<file path="config.mk">
export PLATFORM = sky130hd
export DESIGN_NAME = speed_table_loader
export DESIGN_NICKNAME = d
export VERILOG_FILES = /design/src/rtl/stl_pkg.sv /design/src/rtl/stl_channel.sv /design/src/rtl/speed_table_loader.sv
export SDC_FILE = /design/constraint.sdc
export NUM_CORES = 1
export LEC_CHECK = 0
export CAP_MARGIN = 20
export CORE_MARGIN = 2
export CORE_UTILIZATION = 35
export DETAILED_ROUTE_END_ITERATION = 12
export HOLD_SLACK_MARGIN = 0.1
export PLACE_DENSITY = 0.75
export SYNTH_ARGS = -nofsm -noshare
export SYNTH_HDL_FRONTEND = slang
export SYNTH_HIERARCHICAL = 1
export SYNTH_SLANG_ARGS = --single-unit
export TNS_END_PERCENT = 5
</file>
<file path="constraint.sdc">
create_clock -name clk -period 7.4 [get_ports clk]
set_clock_uncertainty 0.2 [all_clocks]
set_input_delay 1.11 -clock clk [delete_from_list [all_inputs] [get_ports clk]]
set_output_delay 1.11 -clock clk [all_outputs]
set_load 0.005 [all_outputs]
</file>
<file path="src/rtl/stl_pkg.sv">
// rtl/stl_pkg.sv - register indices and channel state encoding for speed_table_loader
package stl_pkg;

    localparam int REG_CTRL = 30;
    localparam int REG_DATA = 31;
    localparam int REG_SEL  = 32;

    typedef enum logic [1:0] {
        ST_IDLE = 2'd0,
        ST_LOAD = 2'd1,
        ST_FULL = 2'd2
    } stl_state_e;

endpackage

</file>
<file path="src/rtl/stl_channel.sv">
// rtl/stl_channel.sv - one channel: load FSM, write pointer, overflow flag
module stl_channel
    import stl_pkg::*;
#(
    parameter int C_TABLE_AW = 10
) (
    input  logic                clk,
    input  logic                resetn,
    input  logic                ctrl_wr,
    input  logic                ctrl_bit,
    input  logic                data_wr,
    output logic                init,
    output logic                loading,
    output logic                wr_strobe,
    output logic [C_TABLE_AW:0] ptr,
    output logic                ovf
);

    localparam logic [C_TABLE_AW:0] LAST_ADDR = {1'b0, {C_TABLE_AW{1'b1}}};

    stl_state_e state, state_nxt;

    always_ff @(posedge clk or negedge resetn) begin
        if (!resetn) begin
            state <= ST_IDLE;
        end else begin
            state <= state_nxt;
        end
    end

    always_comb begin
        state_nxt = state;
        case (state)
            ST_IDLE: if (ctrl_wr && ctrl_bit) state_nxt = ST_LOAD;
            ST_LOAD: begin
                if (ctrl_wr && !ctrl_bit) begin
                    state_nxt = ST_IDLE;
                end else if (data_wr && ptr == LAST_ADDR) begin
                    state_nxt = ST_FULL;
                end
            end
            ST_FULL: if (ctrl_wr && !ctrl_bit) state_nxt = ST_IDLE;
            default: state_nxt = ST_IDLE;
        endcase
    end

    // Pointer doubles as the loaded word count, so it is one bit wider than the address.
    always_ff @(posedge clk or negedge resetn) begin
        if (!resetn) begin
            ptr       <= '0;
            ovf       <= 1'b0;
            wr_strobe <= 1'b0;
        end else begin
            wr_strobe <= 1'b0;
            if (state == ST_IDLE && ctrl_wr && ctrl_bit) begin
                ptr <= '0;
                ovf <= 1'b0;
            end else if (state == ST_LOAD && data_wr) begin
                wr_strobe <= 1'b1;
                ptr       <= ptr + 1'b1;
            end else if (state == ST_FULL && data_wr) begin
                ovf <= 1'b1;
            end
        end
    end

    assign init    = (state != ST_IDLE);
    assign loading = (state == ST_LOAD);

endmodule

</file>
<file path="src/rtl/speed_table_loader.sv">
// rtl/speed_table_loader.sv - register-driven speed table loader; SPEED_TABLE_LOADER_ZPSYNC_EN adds a zpsign synchronizer
module speed_table_loader
    import stl_pkg::*;
#(
    parameter int C_REG_IDX_WIDTH    = 8,
    parameter int C_SPEED_DATA_WIDTH = 16,
    parameter int C_CHANNELS         = 2,
    parameter int C_TABLE_AW         = 10
) (
    input  logic                                    clk,
    input  logic                                    resetn,
    input  logic                                    wr_en,
    input  logic [C_REG_IDX_WIDTH-1:0]              wr_addr,
    input  logic [31:0]                             wr_data,
    output logic [C_CHANNELS-1:0]                   br_init,
    output logic [C_CHANNELS-1:0]                   br_wr_en,
    output logic [C_TABLE_AW-1:0]                   br_addr,
    output logic [C_SPEED_DATA_WIDTH-1:0]           br_data,
    output logic [C_CHANNELS*(C_TABLE_AW+1)-1:0]    br_size,
    output logic [C_CHANNELS-1:0]                   br_ovf,
    input  logic [C_CHANNELS-1:0]                   motor_zpsign,
    output logic [C_CHANNELS-1:0]                   motor_zpevent
);

    logic                  ctrl_wr, data_wr, sel_wr;
    logic [1:0]            sel_q;
    logic [C_CHANNELS-1:0] loading;
    logic [C_TABLE_AW:0]   ptr_arr [C_CHANNELS];
    logic [C_TABLE_AW:0]   sel_ptr;
    logic                  sel_loading;
    logic                  unused_bits;

    assign ctrl_wr = wr_en && (wr_addr == C_REG_IDX_WIDTH'(REG_CTRL));
    assign data_wr = wr_en && (wr_addr == C_REG_IDX_WIDTH'(REG_DATA));
    assign sel_wr  = wr_en && (wr_addr == C_REG_IDX_WIDTH'(REG_SEL));

    always_ff @(posedge clk or negedge resetn) begin
        if (!resetn) begin
            sel_q <= 2'd0;
        end else if (sel_wr) begin
            sel_q <= wr_data[1:0];
        end
    end

    // A SEL value with no matching channel selects nothing, so its DATA writes vanish.
    for (genvar i = 0; i < C_CHANNELS; i++) begin : g_ch
        stl_channel #(
            .C_TABLE_AW(C_TABLE_AW)
        ) u_ch (
            .clk      (clk),
            .resetn   (resetn),
            .ctrl_wr  (ctrl_wr),
            .ctrl_bit (wr_data[i]),
            .data_wr  (data_wr && (sel_q == 2'(i))),
            .init     (br_init[i]),
            .loading  (loading[i]),
            .wr_strobe(br_wr_en[i]),
            .ptr      (ptr_arr[i]),
            .ovf      (br_ovf[i])
        );
        assign br_size[i*(C_TABLE_AW+1) +: (C_TABLE_AW+1)] = ptr_arr[i];
    end

    always_comb begin
        sel_ptr     = '0;
        sel_loading = 1'b0;
        for (int i = 0; i < C_CHANNELS; i++) begin
            if (sel_q == 2'(i)) begin
                sel_ptr     = ptr_arr[i];
                sel_loading = loading[i];
            end
        end
    end

    always_ff @(posedge clk or negedge resetn) begin
        if (!resetn) begin
            br_addr <= '0;
            br_data <= '0;
        end else if (data_wr && sel_loading) begin
            br_addr <= sel_ptr[C_TABLE_AW-1:0];
            br_data <= wr_data[C_SPEED_DATA_WIDTH-1:0];
        end
    end

    assign unused_bits = ^{wr_data, sel_ptr[C_TABLE_AW]};

    logic [C_CHANNELS-1:0] zp_src, zp_q;

`ifdef SPEED_TABLE_LOADER_ZPSYNC_EN
    logic [C_CHANNELS-1:0] zp_meta, zp_sync;

    always_ff @(posedge clk or negedge resetn) begin
        if (!resetn) begin
            zp_meta <= '0;
            zp_sync <= '0;
        end else begin
            zp_meta <= motor_zpsign;
            zp_sync <= zp_meta;
        end
    end
    assign zp_src = zp_sync;
`else
    assign zp_src = motor_zpsign;
`endif

    always_ff @(posedge clk or negedge resetn) begin
        if (!resetn) begin
            zp_q          <= '0;
            motor_zpevent <= '0;
        end else begin
            zp_q          <= zp_src;
            motor_zpevent <= zp_src & ~zp_q;
        end
    end

endmodule

</file>
==> impl_metrics.csv <==
group,metric,value,unit
setup_path,cp-end-kind,"flip-flop",
detailed_routing,drt-pass1-iter-count,5,
outcome,status,"completed",
global_routing,grt_use_total,15.7,%
synthesis,synth_edf_count,0,
sta,worst_slack,3610,ps
synthesis,ys_ff_latch,62,
setup_path,cp.arrival,3870,ps
sta,maxSlewHeadroom,43.5,%
synthesis,synth_top_family_by_area,"simple AND/OR/NAND/NOR gates",
final_layout,nFillCells,805,
floorplan,start_util,35.5,%
detailed_routing,vias,2478,
final_layout,drive_gt1_share,16.6,%
detailed_routing,post-route-drc-count,0,
power,max-vdd-ir-drop,0.0000932,V
synthesis,synth_xor_area_share,0.575,%
clocking,cts_hold_buf,0,
clocking,root_buffer,"clkbuf_8",
final_layout,layout_commonest_cell,"clkdlybuf4s50_1",
clocking,cts_buffers,9,
global_routing,grt_pass1_wl,11800,um
setup_path,critPathRequiredTime,7470,ps
sta,worst_pin_slew,841,ps
floorplan,fp-row-count,34,
final_layout,antenna_cells,0,
final_layout,final_cell_mix,"83 x clkdlybuf4s50_1, 62 x dfrtp_1, 27 x mux2_2",
floorplan,fp.dieW,97.3,um
synthesis,synth_fp_nets,306,
sta,fin_crit,3790,ps
sta,hold_viol_final,0,
synthesis,syn_inst,259,
power,power.density,174,nW/um^2
worst_hold_path,worstHoldPathType,"flip-flop to flip-flop",
clocking,htree_levels,3,
setup_path,slowest_stage,"nor3_1",
place,portBuffers,84,
clocking,path_clk_slew,70,ps
clocking,worstSkewPairLatency,350,ps
synthesis,yosys_warnings,6,
sta,maxSlewViolCount,0,
setup_path,crit_type,"input port to flip-flop",
place,hpwl,5100,um
flow_run,maxCapViolCount,0,
sta,rsz0062_at_grt,"no",
detailed_routing,wl,7220,um
place,gp_congestion,0.825,
synthesis,synth_seq_area_share,50.9,%
floorplan,io_pins,101,
clocking,cts-resized-gates,0,
setup_path,crit_chain,"clkdlybuf4s50_1 -> nand4bb_1 -> or2_2 -> nor3_1 -> nand4_2 -> or4_1 -> a21oi_1",
synthesis,async_reset_ff_share,100,%
floorplan,die_h,97.3,um
clocking,cts_tree,"built",
synthesis,synth_compound_area_share,7.72,%
sta,fin_crit_sh,51.3,%
power,p_leak,1.84,nW
setup_path,max_stage_delay,690,ps
sta,fmax,0.264,GHz
final_layout,syn_to_final_growth,37.1,%
global_routing,grt_overflow,0,
global_routing,antenna_found_initial,0,
synthesis,synth_top_flop_cell,"dfrtp_1",
floorplan,fp.dieArea,9470,um^2
clocking,cts_setup_buffers,0,
synthesis,syn_area_per_cell,11.8,um^2
global_routing,grt_max_degree,63,
place,dp.cells,442,
synthesis,syn_area,3050,um^2
detailed_routing,drt-vias-per-instance,5.41,
sta,setup_viol,0,
final_layout,fin_cells,458,
global_routing,first_global_vias,2409,
synthesis,synthSimpleGateAreaFrac,21.6,%
place,pre_cts_ws,3240,ps
synthesis,synth.distinct_cells,39,
final_layout,nets,392,
clocking,clock_sinks,62,
detailed_routing,wl_per_cell,15.8,um
floorplan,coreArea,8590,um^2
sta,tns,0,ps
setup_path,critical-path-top-delay-family,"simple AND/OR/NAND/NOR gates",
detailed_routing,drt_iter0_drc,84,
setup_path,cp_num_buf_inv,1,
synthesis,synthAdderAreaFrac,0.821,%
synthesis,synth.area.mux_share,14.6,%
setup_path,startpoint_type,"input port",
setup_path,worstPathMaxFanout,9,
detailed_routing,drtAntennaViolNets,0,
clocking,ctsLongestPathBuffers,2,
per-layer routing:
metal,track usage (%),wire length (um),vias up
li1,-,-,1151
met1,19.9,3100,1218
met2,24.4,3380,97
met3,5.47,605,12
met4,6.94,133,0
met5,0,0,-
power by group:
part | total, mW | switching [mW] | internal (mW)
registers | 0.345 | 0.00445 | 0.341
clock network | 0.346 | 0.138 | 0.208
logic | 0.0333 | 0.0140 | 0.0192
final timing paths:
check	from	depth (start not counted)	slack, ps	to
min in group asynchronous	resetn	2	730	br_data[14]
max in group asynchronous	resetn	2	5750	g_ch[1].u_ch/wr_strobe
worst max register to register	sel_q[0]	5	4540	g_ch[1].u_ch/state[1]
worst max-delay path	wr_addr[6]	7	3610	g_ch[0].u_ch/state[1]
worst min register to register	zp_q[0]	1	200	motor_zpevent[0]
worst min-delay path	zp_q[0]	1	200	motor_zpevent[0]
registers in the layout, indices dropped and copies added, names as in the netlist:
signal	flops
zp_q	2
g_ch.u_ch/state	4
br_data	16
sel_q	2
motor_zpevent	2
g_ch.u_ch/ovf	2
br_addr	10
g_ch.u_ch/wr_strobe	2
g_ch.u_ch/ptr	22
logic make-up after synthesis:
| group | count (synthesis) |
|---|---|
| AOI/OAI and AO/OA | 38 |
| xor gates and xnor gates | 2 |
| adders and majority gates | 2 |
| buffers and inverters | 18 |
| DFF | 62 |
| muxes | 41 |
| and+or+nand+nor | 96 |
layout make-up:
| type | count | area, um^2 | area share (%) |
|---|---|---|---|
| sequential | 62 | 1550 | 37.1 |
| multi-input combinational | 179 | 1380 | 33.1 |
| timing repair buffer | 86 | 851 | 20.4 |
| clock buffer | 11 | 151 | 3.62 |
| tap | 108 | 135 | 3.23 |
| clock inverter | 5 | 81.3 | 1.95 |
| inverter | 7 | 26.3 | 0.629 |
Yosys cell counts (3+ instances only):
library cell   n  area [um^2]
nor2_1        19         71.3
nand4_1        5         31.3
or3_1          4         25.0
nand3_1        8         40.0
nand4b_1       3         26.3
nor4_1         4         25.0
inv_2          4         15.0
nand4bb_1      7         78.8
o41ai_1        4         35.0
nor2b_1        4         25.0
clkbuf_1       3         11.3
o21ai_0        6         30.0
nand2b_1       5         31.3
nand2_1       10         37.5
buf_6          6         67.6
or4_1          8         60.1
a21oi_1       16         80.1
mux2i_1       13          130
inv_1          3         11.3
dfrtp_1       62         1550
o31ai_1        8         60.1
mux2_2        27          304
per-stage QoR:
step	total power, mW	utilization, %	area, um^2	hold WS, ps
5_1_grt	0.751	48.6	4180	210
4_1_cts	0.736	48.6	4180	204
3_5_place_dp	0.386	45.9	3950	193
6_report	0.725	48.6	4180	196
2_1_floorplan	0.361	-	3050	178
3_3_place_gp	0.385	45.9	3950	186
worst register-to-register path: cells and delay by family (launching register included):
family / cells / cell delay, ps
flops: 1 / 810
simple gates: 3 / 1540
compound gates: 1 / 150
buf+inv: 1 / 90
Note: power is estimated with default switching activity, not from simulation.
